`config.mk`:
```
export PLATFORM = sky130hd
export DESIGN_NAME = multicycle_control
export DESIGN_NICKNAME = d
export VERILOG_FILES = /design/src/rtl/multicycle_control.sv
export SDC_FILE = /design/constraint.sdc
export NUM_CORES = 1
export LEC_CHECK = 0
export BUFFER_PORTS_ARGS = -buffer_cell sky130_fd_sc_hd__buf_2
export CAP_MARGIN = 0
export CORE_UTILIZATION = 42
export CTS_CLUSTER_DIAMETER = 30
export DETAILED_ROUTE_END_ITERATION = 8
export PLACE_DENSITY_LB_ADDON = 0.2
export SETUP_SLACK_MARGIN = 0.15
export SLEW_MARGIN = 10
export SYNTH_ARGS = -nofsm -noshare
export SYNTH_HDL_FRONTEND = slang
export SYNTH_SLANG_ARGS = --single-unit
```
`constraint.sdc`:
```
create_clock -name CLK -period 1.7 [get_ports CLK]
set_input_delay 0.34 -clock CLK [delete_from_list [all_inputs] [get_ports CLK]]
set_output_delay 0.34 -clock CLK [all_outputs]
set_load 0.005 [all_outputs]
```
`src/rtl/multicycle_control.sv`:
```
`default_nettype none
// ============================================================================
// Module   : multicycle_control
// Brief    : Multi-cycle main control FSM for the MIPS-subset datapath.
//            Sequences each instruction over 3-5 states on a shared
//            PC/IR/ALU/register-file datapath with one ready-handshaked
//            memory port.
// Options  : MC_PERF_CNT_EN adds cycleCount / instrCount outputs.
// Revision : 1.0 - initial release
// ============================================================================
module multicycle_control #(
  parameter int OP_W = 6,
  parameter int ST_W = 4
) (
  input  logic            CLK,
  input  logic            masterReset,
  input  logic [OP_W-1:0] opcode,
  input  logic            zero,
  input  logic            memReady,
  output logic            PCWrite,
  output logic            PCWriteCond,
  output logic            branchNe,
  output logic            IorD,
  output logic            MemRead,
  output logic            MemWrite,
  output logic            IRWrite,
  output logic            MemtoReg,
  output logic            RegDst,
  output logic            RegWrite,
  output logic            ALUSrcA,
  output logic            ExtOp,
  output logic [1:0]      ALUSrcB,
  output logic [1:0]      PCSource,
  output logic [1:0]      aluSel,
  output logic [ST_W-1:0] state,
  output logic            halted
`ifdef MC_PERF_CNT_EN
  ,
  output logic [31:0]     cycleCount,
  output logic [31:0]     instrCount
`endif
);

  localparam logic [ST_W-1:0] S_IDLE      = ST_W'(0);
  localparam logic [ST_W-1:0] S_FETCH     = ST_W'(1);
  localparam logic [ST_W-1:0] S_DECODE    = ST_W'(2);
  localparam logic [ST_W-1:0] S_MEM_ADDR  = ST_W'(3);
  localparam logic [ST_W-1:0] S_MEM_READ  = ST_W'(4);
  localparam logic [ST_W-1:0] S_MEM_WB    = ST_W'(5);
  localparam logic [ST_W-1:0] S_MEM_WRITE = ST_W'(6);
  localparam logic [ST_W-1:0] S_R_EXEC    = ST_W'(7);
  localparam logic [ST_W-1:0] S_R_WB      = ST_W'(8);
  localparam logic [ST_W-1:0] S_I_EXEC    = ST_W'(9);
  localparam logic [ST_W-1:0] S_I_WB      = ST_W'(10);
  localparam logic [ST_W-1:0] S_BRANCH    = ST_W'(11);
  localparam logic [ST_W-1:0] S_JUMP      = ST_W'(12);
  localparam logic [ST_W-1:0] S_HALT      = ST_W'(15);

  localparam logic [OP_W-1:0] OP_RTYPE = OP_W'(0);
  localparam logic [OP_W-1:0] OP_J     = OP_W'(2);
  localparam logic [OP_W-1:0] OP_BEQ   = OP_W'(4);
  localparam logic [OP_W-1:0] OP_BNE   = OP_W'(5);
  localparam logic [OP_W-1:0] OP_ADDI  = OP_W'(8);
  localparam logic [OP_W-1:0] OP_SLTI  = OP_W'(10);
  localparam logic [OP_W-1:0] OP_ANDI  = OP_W'(12);
  localparam logic [OP_W-1:0] OP_ORI   = OP_W'(13);
  localparam logic [OP_W-1:0] OP_LW    = OP_W'(35);
  localparam logic [OP_W-1:0] OP_SW    = OP_W'(43);

  logic [ST_W-1:0] state_q;
  logic [ST_W-1:0] state_d;

  // The zero flag is consumed by the datapath's branch gating, not here.
  logic unused_zero;
  assign unused_zero = zero;

  assign state = state_q;

  // State register; reset takes effect without waiting for a clock edge.
  always_ff @(posedge CLK or posedge masterReset) begin
    if (masterReset) state_q <= S_IDLE;
    else             state_q <= state_d;
  end

  // Next-state sequencing; memReady only matters in the memory-access states.
  always_comb begin
    state_d = state_q;
    case (state_q)
      S_IDLE:      state_d = S_FETCH;
      S_FETCH:     if (memReady) state_d = S_DECODE;
      S_DECODE: begin
        case (opcode)
          OP_RTYPE:                           state_d = S_R_EXEC;
          OP_LW, OP_SW:                       state_d = S_MEM_ADDR;
          OP_BEQ, OP_BNE:                     state_d = S_BRANCH;
          OP_J:                               state_d = S_JUMP;
          OP_ADDI, OP_SLTI, OP_ANDI, OP_ORI:  state_d = S_I_EXEC;
          default:                            state_d = S_HALT;
        endcase
      end
      S_MEM_ADDR:  state_d = (opcode == OP_SW) ? S_MEM_WRITE : S_MEM_READ;
      S_MEM_READ:  if (memReady) state_d = S_MEM_WB;
      S_MEM_WB:    state_d = S_FETCH;
      S_MEM_WRITE: if (memReady) state_d = S_FETCH;
      S_R_EXEC:    state_d = S_R_WB;
      S_R_WB:      state_d = S_FETCH;
      S_I_EXEC:    state_d = S_I_WB;
      S_I_WB:      state_d = S_FETCH;
      S_BRANCH:    state_d = S_FETCH;
      S_JUMP:      state_d = S_FETCH;
      default:     state_d = S_HALT;  // HALT and the unused codes 13/14
    endcase
  end

  // Datapath controls decoded from the current state (Moore, except FETCH's
  // IR/PC write strobes which follow memReady so the IR loads on completion).
  always_comb begin
    PCWrite     = 1'b0;
    PCWriteCond = 1'b0;
    branchNe    = 1'b0;
    IorD        = 1'b0;
    MemRead     = 1'b0;
    MemWrite    = 1'b0;
    IRWrite     = 1'b0;
    MemtoReg    = 1'b0;
    RegDst      = 1'b0;
    RegWrite    = 1'b0;
    ALUSrcA     = 1'b0;
    ExtOp       = 1'b0;
    ALUSrcB     = 2'b00;
    PCSource    = 2'b00;
    aluSel      = 2'b00;
    halted      = 1'b0;
    case (state_q)
      S_IDLE: ;
      S_FETCH: begin
        MemRead = 1'b1;
        ALUSrcB = 2'b01;
        IRWrite = memReady;
        PCWrite = memReady;
      end
      S_DECODE: begin
        ALUSrcB = 2'b11;
        ExtOp   = 1'b1;
      end
      S_MEM_ADDR: begin
        ALUSrcA = 1'b1;
        ALUSrcB = 2'b10;
        ExtOp   = 1'b1;
      end
      S_MEM_READ: begin
        MemRead = 1'b1;
        IorD    = 1'b1;
      end
      S_MEM_WB: begin
        RegWrite = 1'b1;
        MemtoReg = 1'b1;
      end
      S_MEM_WRITE: begin
        MemWrite = 1'b1;
        IorD     = 1'b1;
      end
      S_R_EXEC, S_R_WB: begin
        ALUSrcA  = 1'b1;
        aluSel   = 2'b10;
        RegWrite = (state_q == S_R_WB);
        RegDst   = (state_q == S_R_WB);
      end
      S_I_EXEC, S_I_WB: begin
        ALUSrcA  = 1'b1;
        ALUSrcB  = 2'b10;
        aluSel   = 2'b10;
        // andi/ori take a zero-extended immediate
        ExtOp    = (opcode == OP_ADDI) || (opcode == OP_SLTI);
        RegWrite = (state_q == S_I_WB);
      end
      S_BRANCH: begin
        ALUSrcA     = 1'b1;
        aluSel      = 2'b01;
        PCWriteCond = 1'b1;
        PCSource    = 2'b01;
        branchNe    = (opcode == OP_BNE);
      end
      S_JUMP: begin
        PCWrite  = 1'b1;
        PCSource = 2'b10;
      end
      default: halted = 1'b1;
    endcase
  end

`ifdef MC_PERF_CNT_EN
  logic [31:0] cycle_cnt_q;
  logic [31:0] instr_cnt_q;
  logic        cnt_active;

  // Codes 0 (IDLE) and 13..15 (halt) are the only non-running states.
  assign cnt_active = (state_q != S_IDLE) && (state_q <= S_JUMP);

  // Performance counters; both wrap naturally at 32 bits.
  always_ff @(posedge CLK or posedge masterReset) begin
    if (masterReset) begin
      cycle_cnt_q <= 32'd0;
      instr_cnt_q <= 32'd0;
    end else begin
      if (cnt_active)                        cycle_cnt_q <= cycle_cnt_q + 32'd1;
      if ((state_q == S_FETCH) && memReady)  instr_cnt_q <= instr_cnt_q + 32'd1;
    end
  end

  assign cycleCount = cycle_cnt_q;
  assign instrCount = instr_cnt_q;
`endif

endmodule
`default_nettype wire

```
* Word level (Yosys, flattened, before mapping)
Cells that the tools add are included.
** Storage, ports and cells
- Register bits after elaboration :: 4
- Output and inout bits :: 23
** Cells by class
- Eq/ne operators :: 24
- Muxes and demuxes :: 22
- Reductions and logical operators :: 17
** Operators by type and width (count)
- case mux 4 bit (8 select lines) :: 1
- equality test 6 x 4 -> 1 bit (second input constant) :: 4
- equality test 4 bit (second input constant) :: 5
- case mux 4 bit (5 select lines) :: 1
- equality test 4 x 3 -> 1 bit (second input constant) :: 4
- OR reduction 2 bit :: 7
- OR reduction 13 bit :: 1
- equality test 6 x 3 -> 1 bit (second input constant) :: 2
- equality test 6 bit (second input constant) :: 2
- 2-to-1 mux 4 bit :: 3
- OR reduction 6 bit :: 2
- 2-to-1 mux 1 bit :: 10
- equality test 4 x 2 -> 1 bit (second input constant) :: 2
- case mux 2 bit (2 select lines) :: 2
- OR reduction 4 bit :: 2
- equality test 6 x 2 -> 1 bit (second input constant) :: 1
- logical NOT 6 bit :: 1
- != test 2 bit (second input constant) :: 3
- case mux 2 bit (3 select lines) :: 1
- equality test 4 x 1 -> 1 bit (second input constant) :: 1
- logical NOT 4 bit :: 1
- case mux 1 bit (2 select lines) :: 2
- case mux 1 bit (3 select lines) :: 1
- AND reduction 3 bit :: 1
- other kinds (3) :: 3

* Depth between registers and ports, before layout
Gate-level depths: netlist of run 1.
- Depth in word-level cells :: 4
- Gate-level depth with buffers :: 6
- Depth with buffers taken out :: 4

* Worst setup path before layout of run 1
OpenSTA, ideal clock, no wires.
- Kind :: reg-to-output
- Start :: register state_q[1] (netlist: state[1])
- End :: output port PCWrite
- Arrival :: 1.211 ns
- Slack :: 0.149 ns
- Cell stages (with the launch flop) :: 4
- Cell sequence :: dfrtp_1 -> nand2b_1 -> nor4b_1 -> or2_2
** Between the ends
- Word-level cells in the longest chain between the ends :: 2
- Elaborated cells between the ends (all ways) :: 3
- Those cells by class :: eq/ne: 2; mux: 1
** Ends and longest elaborated chain
- start: declaration :: RTL line 70 : logic [ST_W-1:0] state_q;
- start signal: assignment :: RTL line 82 : else state_q <= state_d;
- equality test 4 bit / equality test 4 x 1 -> 1 bit (equally long branches) :: RTL line 134 : case (state_q)
- case mux 1 bit (2 select lines) * :: RTL line 134
- end: declaration :: RTL line 20 : output logic PCWrite,
Mark *: on every way between the ends. The rest lies on a longest branch, timed or not.

* Worst setup path in the final report of run 1
Same ends and word-level chain as after synthesis.

==> results of run 1 <==
==> final timing paths <==
kind	slack, ns	endpoint	from	cells past startpoint
worst min register to register	0.80	state[1]$_DFFE_PP0P_	state[2]$_DFFE_PP0P_	2
max in group asynchronous	0.94	state[2]$_DFFE_PP0P_	masterReset	3
worst min-delay path	0.43	state[3]$_DFFE_PP0P_	opcode[2]	4
worst max register to register	0.06	state[2]$_DFFE_PP0P_	state[1]$_DFFE_PP0P_	6
worst max-delay path	-0.03	PCWrite	state[1]$_DFFE_PP0P_	4
min in group asynchronous	0.57	state[1]$_DFFE_PP0P_	masterReset	3
==> stage by stage <==
| step | power, mW | setup TNS (ns) | setup slack, ns | cells | area [um2] |
|---|---|---|---|---|---|
| after floorplan | 0.107 | 0 | 0.246 | 81 | 569 |
| after global placement | 0.125 | 0 | 0.169 | 128 | 738 |
| after detailed placement | 0.126 | 0 | 0.141 | 128 | 738 |
| after CTS | 0.257 | 0 | 0.0381 | 142 | 966 |
| after global routing | 0.286 | -0.143 | -0.0485 | 143 | 1010 |
| final | 0.275 | -0.0370 | -0.0278 | 143 | 1010 |
==> cell usage in the layout (no fill, tap or decap), drive strengths merged, types with 2 or more instances in the layout <==
| master | synthesis | final |
|---|---|---|
| a211o | 2 | 2 |
| a21oi | 3 | 3 |
| buf | 5 | 49 |
| clkbuf | 0 | 3 |
| dfrtp | 4 | 4 |
| nand2 | 9 | 9 |
| nand2b | 6 | 6 |
| nand3 | 3 | 3 |
| nor2 | 18 | 18 |
| nor2b | 2 | 2 |
| nor3 | 7 | 7 |
| o21ai | 2 | 2 |
| o221ai | 2 | 2 |
==> worst reg2reg max path, delay by kind of cell (launching register included) <==
family,cells,cell delay (ns)
AOI/OAI and AO/OA,2,0.40
DFF,1,0.40
and+or+nand+nor,2,0.42
buffers and inverters,2,0.33
==> Yosys cell counts, types with 2 or more instances <==
master | instances | share of area, %
o221ai_1 | 2 | 3.1
nand2_1 | 9 | 6.0
a211o_1 | 2 | 3.1
nand3_1 | 2 | 1.8
dfrtp_1 | 4 | 18
nor2b_1 | 2 | 2.2
nand2b_1 | 6 | 6.7
a21oi_1 | 3 | 2.7
o21ai_0 | 2 | 1.8
buf_6 | 5 | 10
nor2_1 | 18 | 12
nor3_1 | 7 | 6.2
==> routing by layer <==
layer | routed length [um] | up-vias | track usage [%] | share of wire, %
met5 | 0 | - | 0 | 0
met4 | 245 | 0 | 18.1 | 8.9
met3 | 282 | 36 | 6.94 | 10
met2 | 1280 | 86 | 52.1 | 46
met1 | 954 | 411 | 34.4 | 35
li1 | - | 391 | - | -
==> power groups by stage <==
stage | Sequential [mW] | Combinational (mW) | Clock [mW]
after detailed placement | 0.0969 | 0.0294 | 0
final | 0.0955 | 0.0363 | 0.143
after floorplan | 0.0969 | 0.0102 | 0
after CTS | 0.0956 | 0.0317 | 0.130
after global placement | 0.0969 | 0.0284 | 0
after global routing | 0.0953 | 0.0389 | 0.152
==> layout make-up <==
class	instances	area (um2)	area share [%]
multi-input cells	71	517	51.1
repair buffers	50	347	34.3
flip-flops and latches	4	104	10.3
clock buffers	3	22.5	2.23
well taps	14	17.5	1.73
inverters	1	3.75	0.371
==> logic make-up after synthesis <==
logic type      Yosys count  share of synthesized area (%)
compound gates           17                           22.2
xor+xnor                  2                           3.11
buf+inv                   6                           10.7
flops                     4                           17.8
mux                       1                           1.78
simple gates             51                           44.4
==> what timing repair did <==
item | CTS | global route
buffers inserted | 10 | 1
setup endpoints to repair | 18 | 18
endpoints found under the hold margin | 4 | 0
hold buffers | 1 | 0
pin swaps | 7 | 1
resized for setup | 28 | 10
==> flow_metrics.py, run 1 <==
metrics = {
    "status": {
        "status": "complete, but fails checks",
        "violations": "setup timing",
    },
    "timing": {
        "min_period_ns": 1.73,
        "period_share_pct": 102,
        "timing.fmax_mhz": 579,
        "finalSetupViolations": 3,
        "fin_ws_ns": -0.0278,
        "maxSlewViolCount": 0,
        "rsz0062_at_grt": "yes",
        "hold_slack_ns": 0.431,
        "tightestPinTransition_ns": 0.413,
        "maxSlewHeadroom_pct": 72.1,
        "finClkSkew_ns": 0.0106,
        "hold_violations": 0,
    },
    "die": {
        "core-area_mm2": 0.00117,
        "rows": 12,
        "die_w_um": 38.6,
        "start_util_pct": 48.1,
        "io_pins": 33,
        "dieArea_mm2": 0.00149,
        "fp.dieH_um": 38.6,
    },
    "setup_path": {
        "worstSetupEndpointType": "output pin",
        "crit_path_start_kind": "flip-flop",
        "worst-setup-path-type": "reg2out",
        "critPathSlowestCell": "dfrtp_1",
        "crit_chain": "nand2b_4, nor4b_4, or2_4, buf_6",
        "cp_top_family": "simple AND/OR/NAND/NOR gates",
        "worst_path_largest_cell_delay_ns": 0.41,
        "critPathRequiredTime_ns": 1.36,
        "cp_max_fo": 3,
        "critical_path_buf_inv_count": 1,
        "arrival_ns": 1.39,
    },
    "drt": {
        "vias": 924,
        "wl_per_cell_um": 19.3,
        "antenna_left": 0,
        "drtPass1Iterations": 5,
        "wl_um": 2760,
        "via_per_inst": 6.46,
        "drcViolationCount": 0,
        "detail_route.iter0.violations": 87,
    },
    "clock_network": {
        "h-tree-depth": 1,
        "numCtsBuffers": 3,
        "clockBufferDepth": 2,
        "cts_root_buf": "clkbuf_4",
        "path_clk_slew_ns": 0.05,
        "cts_tree": "yes",
        "clk_latency_ns": 0.27,
        "numClockSinks": 4,
    },
    "place": {
        "dp.final_hpwl_um": 1160,
        "gp_congestion": 0.820,
        "port_buffers": 31,
    },
    "cells_and_area": {
        "fillers": 59,
        "antenna_cells": 0,
        "largest_register_ffs": 4,
        "syn2layout_area_growth_pct": 79.6,
        "layout-drive-gt1-share_pct": 58.1,
        "post-route-util_pct": 86.3,
        "final_net_count": 141,
    },
    "power": {
        "p_switching_mw": 0.0851,
        "seq_power_share_pct": 34.8,
        "internal_power_mw": 0.190,
        "power_frac_comb_pct": 13.2,
        "switching_share_pct": 31.0,
        "power.leakage_nw": 0.498,
        "p_clk_share_pct": 52.0,
        "ir_drop_mv": 0.305,
        "power_density_mw_per_mm2": 272,
    },
    "run": {
        "cap_violations": 0,
    },
    "logic_synthesis": {
        "ys_seq_area_share_pct": 17.8,
        "ys_types": 31,
        "synth_edf_count": 0,
        "synth_seq_cells": 4,
        "async_flop_share_pct": 100,
        "syn_inst": 81,
        "ys.flop_type": "dfrtp_1",
        "syn_avg_cell_area_um2": 6.95,
        "syn-cell-area_um2": 563,
        "synth_nets": 91,
        "yosys_warnings": 0,
    },
    "global_route": {
        "grt_pass1_wl_um": 3090,
        "grt_max_degree": 14,
        "grt_usage_pct": 30.7,
        "antenna_found_initial": 0,
        "grt_pass1_vias": 720,
        "overflow": 0,
    },
    "worst_hold_path": {
        "hp-class": "in2reg",
    },
}
No activity file was read; power rests on OpenSTA's default activity.
==> run 2, diff against run 1 <==
Settings changed: CELL_PAD_IN_SITES_DETAIL_PLACEMENT set to 1, CELL_PAD_IN_SITES_GLOBAL_PLACEMENT set to 1, CORE_UTILIZATION 42 to 28, CTS_CLUSTER_SIZE set to 20.
==> flow_metrics.py, run 2 (synthesized netlist as in run 1, its figures left out) <==
metrics = {
    "status": {
        "status": "complete, but fails checks",
        "violations": "setup timing",
    },
    "run": {
        "cap_violations": 0,
    },
    "clock_network": {
        "cts_tree": "yes",
        "clockBufferDepth": 2,
        "numClockSinks": 4,
        "clk_latency_ns": 0.24,
        "path_clk_slew_ns": 0.04,
        "h-tree-depth": 1,
        "numCtsBuffers": 3,
        "cts_root_buf": "clkbuf_4",
    },
    "timing": {
        "tightestPinTransition_ns": 0.333,
        "period_share_pct": 101,
        "fin_ws_ns": -0.0205,
        "finalSetupViolations": 1,
        "timing.fmax_mhz": 581,
        "hold_violations": 0,
        "min_period_ns": 1.72,
        "maxSlewViolCount": 0,
        "finClkSkew_ns": 0.00504,
        "rsz0062_at_grt": "yes",
        "maxSlewHeadroom_pct": 77.5,
    },
    "cells_and_area": {
        "post-route-util_pct": 51.9,
        "largest_register_ffs": 4,
        "antenna_cells": 0,
        "stdcell_count": 150,
        "syn2layout_area_growth_pct": 66.2,
        "layout-drive-gt1-share_pct": 53.6,
        "final_common_cell": "buf_2",
        "fillers": 247,
        "final_net_count": 137,
        "final_cell_mix": "31 x buf_2, 15 x nor2_1, 10 x buf_4",
    },
    "setup_path": {
        "critical_path_buf_inv_count": 1,
        "crit_path_start_kind": "flip-flop",
        "critPathRequiredTime_ns": 1.36,
        "cp_top_family": "simple AND/OR/NAND/NOR gates",
        "worst_path_largest_cell_delay_ns": 0.43,
        "arrival_ns": 1.38,
        "worstSetupEndpointType": "output pin",
        "worst-setup-path-type": "reg2out",
        "cp_max_fo": 5,
        "crit_chain": "nand2b_4, nor4b_4, or2_2, buf_2",
        "critPathSlowestCell": "dfrtp_2",
    },
    "drt": {
        "vias": 807,
        "detail_route.iter0.violations": 10,
        "wl_per_cell_um": 14.7,
        "via_per_inst": 5.38,
        "wl_um": 2210,
        "antenna_left": 0,
        "drcViolationCount": 0,
        "drtPass1Iterations": 4,
    },
    "global_route": {
        "grt_pass1_vias": 743,
        "grt_pass1_wl_um": 3370,
        "antenna_found_initial": 0,
        "grt_usage_pct": 22.1,
        "grt_max_degree": 12,
        "overflow": 0,
    },
    "die": {
        "dieArea_mm2": 0.00219,
        "die_w_um": 46.8,
        "core-area_mm2": 0.00180,
        "io_pins": 33,
        "fp.dieH_um": 46.8,
        "start_util_pct": 31.2,
        "rows": 15,
    },
    "worst_hold_path": {
        "hp-class": "in2reg",
    },
    "place": {
        "placedCellCount": 139,
        "gp_congestion": 0.795,
        "dp.final_hpwl_um": 1480,
        "port_buffers": 31,
    },
    "power": {
        "ir_drop_mv": 0.227,
        "p_total_mw": 0.253,
        "power.leakage_nw": 0.464,
        "power_density_mw_per_mm2": 270,
    },
}
run 2: cell type report:
| type | count | area (um2) | share of cell area (%) |
|---|---|---|---|
| inverters | 1 | 3.75 | 0.401 |
| multi-input cells | 71 | 488 | 52.1 |
| clock buffers | 3 | 22.5 | 2.41 |
| repair buffers | 46 | 285 | 30.5 |
| well taps | 25 | 31.3 | 3.34 |
| flip-flops and latches | 4 | 105 | 11.2 |
run 2: power breakdown:
| part | internal [mW] | leakage [nW] | switching, mW | total (mW) |
|---|---|---|---|---|
| sequential | 0.0957 | 0.0337 | 0 | 0.0957 |
| combinational | 0.0135 | 0.417 | 0.0200 | 0.0335 |
| clock | 0.0793 | 0.0138 | 0.0441 | 0.123 |
| total | 0.188 | 0.464 | 0.0642 | 0.253 |
run 2: final timing paths:
check                                startpoint              endpoint  slack (ns)  cells past startpoint
min in group asynchronous           masterReset  state[1]$_DFFE_PP0P_        0.52                      3
setup reg to reg           state[3]$_DFFE_PP0P_  state[2]$_DFFE_PP0P_        0.24                      6
hold reg to reg            state[0]$_DFFE_PP0P_  state[0]$_DFFE_PP0P_        0.79                      3
hold / removal                        opcode[2]  state[3]$_DFFE_PP0P_        0.46                      4
setup / recovery           state[1]$_DFFE_PP0P_               PCWrite       -0.02                      4
max in group asynchronous           masterReset  state[2]$_DFFE_PP0P_        1.01                      3
run 2: timing repair:
item                                    CTS  global route
pin swaps                                 2             0
endpoints found under the setup margin   18            20
setup buffers                             7             0
hold buffers                              1             0
hold endpoints to repair                  4             0
resized for setup                        20             7
run 2: per-stage QoR:
| stage | TNS [ns] | worst slack [ns] | cell area [um2] | hold slack, ns |
|---|---|---|---|---|
| final | -0.0205 | -0.0205 | 936 | 0.459 |
| after global routing | -0.124 | -0.0479 | 936 | 0.498 |
| after CTS | 0 | 0.0276 | 908 | 0.465 |
| after detailed placement | 0 | 0.143 | 752 | 0.232 |
| after global placement | 0 | 0.155 | 752 | 0.227 |
| after floorplan | 0 | 0.246 | 569 | 0.106 |
run 2: routing by layer:
layer  track usage [%]  wire length, um
met3              6.15               93
met5                 0                0
met4              5.71               24
met1              24.0              905
met2              41.7             1190
run 2: tightest hold or removal path: stages:
cell and delay, ns:
buf_2 0.11, a211o_1 0.09, nand2_1 0.07, nand3_2 0.05
==> run 3, diff against run 2 <==
Settings changed: PLACE_DENSITY_LB_ADDON 0.2 to 0.1.
==> flow_metrics.py, run 3 (synthesized netlist as in run 1, its figures left out) <==
metrics = {
    "worst_hold_path": {
        "worstHoldStart": "opcode[2]",
        "hold_depth": 4,
        "hp-class": "in2reg",
        "hold-path-endpoint": "state[3]$_DFFE_PP0P_",
    },
    "clock_network": {
        "numClockSinks": 4,
        "path_clk_slew_ns": 0.05,
        "h-tree-depth": 1,
        "numCtsBuffers": 3,
        "clockBufferDepth": 2,
        "cts_tree": "yes",
        "cts_root_buf": "clkbuf_4",
        "clk_latency_ns": 0.25,
    },
    "power": {
        "ir_drop_mv": 0.228,
        "power_density_mw_per_mm2": 242,
        "power.leakage_nw": 0.522,
        "p_total_mw": 0.262,
    },
    "drt": {
        "vias": 851,
        "antenna_left": 0,
        "detail_route.iter0.violations": 22,
        "wl_per_cell_um": 17.8,
        "wl_um": 2800,
        "drcViolationCount": 0,
        "via_per_inst": 5.42,
        "drtPass1Iterations": 4,
    },
    "place": {
        "placed_area_um2": 774,
        "pre_cts_slack_ns": 0.137,
        "placedCellCount": 142,
        "gp_congestion": 0.768,
        "port_buffers": 31,
        "dp.final_hpwl_um": 1490,
    },
    "timing": {
        "timing.fmax_mhz": 568,
        "maxSlewHeadroom_pct": 74.8,
        "min_period_ns": 1.76,
        "maxSlewViolCount": 0,
        "rsz0062_at_grt": "yes",
        "hold_violations": 0,
        "finalSetupViolations": 1,
        "timing.setup.tns_ns": -0.0620,
        "period_share_pct": 104,
        "fin_ws_ns": -0.0620,
        "tightestPinTransition_ns": 0.373,
        "finClkSkew_ns": 0.00789,
    },
    "global_route": {
        "grt_max_degree": 12,
        "grt_pass1_wl_um": 3330,
        "grt_usage_pct": 20.8,
        "grt_pass1_vias": 741,
        "overflow": 0,
        "antenna_found_initial": 0,
    },
    "die": {
        "fp.dieH_um": 46.8,
        "core-area_mm2": 0.00180,
        "io_pins": 33,
        "dieArea_mm2": 0.00219,
        "rows": 15,
        "die_w_um": 46.8,
        "start_util_pct": 31.2,
    },
    "cells_and_area": {
        "final_common_cell": "buf_2",
        "antenna_cells": 0,
        "design_area_mm2": 0.00108,
        "fillers": 230,
        "largest_register_ffs": 4,
        "layout-drive-gt1-share_pct": 62.9,
        "stdcell_count": 157,
        "seq_area_um2": 104,
        "multi_input_area_um2": 553,
        "final_net_count": 144,
        "final_cell_mix": "31 x buf_2, 12 x buf_6, 11 x nor2_1",
        "syn2layout_area_growth_pct": 92.2,
    },
    "setup_path": {
        "cp_top_family": "buffers and inverters",
        "r2r-end": "state[2]$_DFFE_PP0P_",
        "worst_path_largest_cell_delay_ns": 0.43,
        "critPathRequiredTime_ns": 1.36,
        "critPathSlowestCell": "dfrtp_1",
        "reg2reg_depth": 7,
        "worst-setup-path-type": "reg2out",
        "worstSetupEndpointType": "output pin",
        "r2r_slack_ns": 0.17,
        "critical_path_buf_inv_count": 3,
        "reg2reg_from": "state[1]$_DFFE_PP0P_",
        "cp_common_cell": "buf_6",
        "cp_max_fo": 5,
        "crit_path_start_kind": "flip-flop",
        "crit_chain": "buf_6, nand2_4, buf_6, mux2i_1, buf_2",
        "arrival_ns": 1.42,
    },
    "run": {
        "cap_violations": 0,
    },
    "status": {
        "status": "complete, but fails checks",
        "violations": "setup timing",
    },
}
-- run 3: changes by cell type in the layout (fill, tap and decap cells not counted), sizes merged --
cell,before,now
buf,45,52
-- run 3: layer usage --
metal,vias up,wire (um),track usage (%)
li1,399,-,-
met1,418,1270,27.7
met2,32,1430,36.4
met3,2,85,1.15
met4,0,14,5.14
met5,-,0,0
-- run 3: what timing repair did --
item	4_1_cts	5_1_grt
resized for setup	22	29
endpoints found under the hold margin	4	0
gates cloned	0	0
pin swaps	2	17
buffers inserted	4	7
hold buffers	1	0
endpoints found under the setup margin	19	17
-- run 3: layout make-up --
type	instances	area share (%)
tap	25	2.89
sequential	4	9.60
multi-input combinational	71	51.1
clock buffer	3	2.08
timing repair buffer	53	34.0
inverter	1	0.347
-- run 3: worst register-to-register path, stage by stage (launching register included) --
cell and delay [ns]:
dfrtp_1 0.43, buf_6 0.17, buf_6 0.12, nand2b_4 0.08, buf_4 0.12, nor2_1 0.06, a211o_1 0.30, a21oi_1 0.17
-- run 3: power by group --
part           internal (mW)  switching, mW
combinational         0.0138         0.0209
clock                 0.0799         0.0519
sequential            0.0954              0
total                  0.189         0.0727
-- run 3: per-stage QoR --
stage          util [%]  hold slack (ns)
6_report           60.1            0.456
5_1_grt            60.1            0.506
2_1_floorplan         -            0.106
3_5_place_dp       43.0            0.229
4_1_cts            51.0            0.456
3_3_place_gp       43.0            0.218
-- run 3: how the worst max path moves through the flow --
stage / cells past startpoint / from / end / slack, ns
4_1_cts: 4 / state[1]$_DFFE_PP0P_ / PCWrite / -0.002
3_5_place_dp: 4 / state[0]$_DFFE_PP0P_ / PCWrite / 0.14
5_1_grt: 5 / state[1]$_DFFE_PP0P_ / aluSel[1] / -0.09
3_3_place_gp: 5 / opcode[3] / state[3]$_DFFE_PP0P_ / 0.15
2_1_floorplan: 3 / state[1]$_DFFE_PP0P_ / PCWrite / 0.25
6_report: 5 / state[1]$_DFFE_PP0P_ / aluSel[1] / -0.06
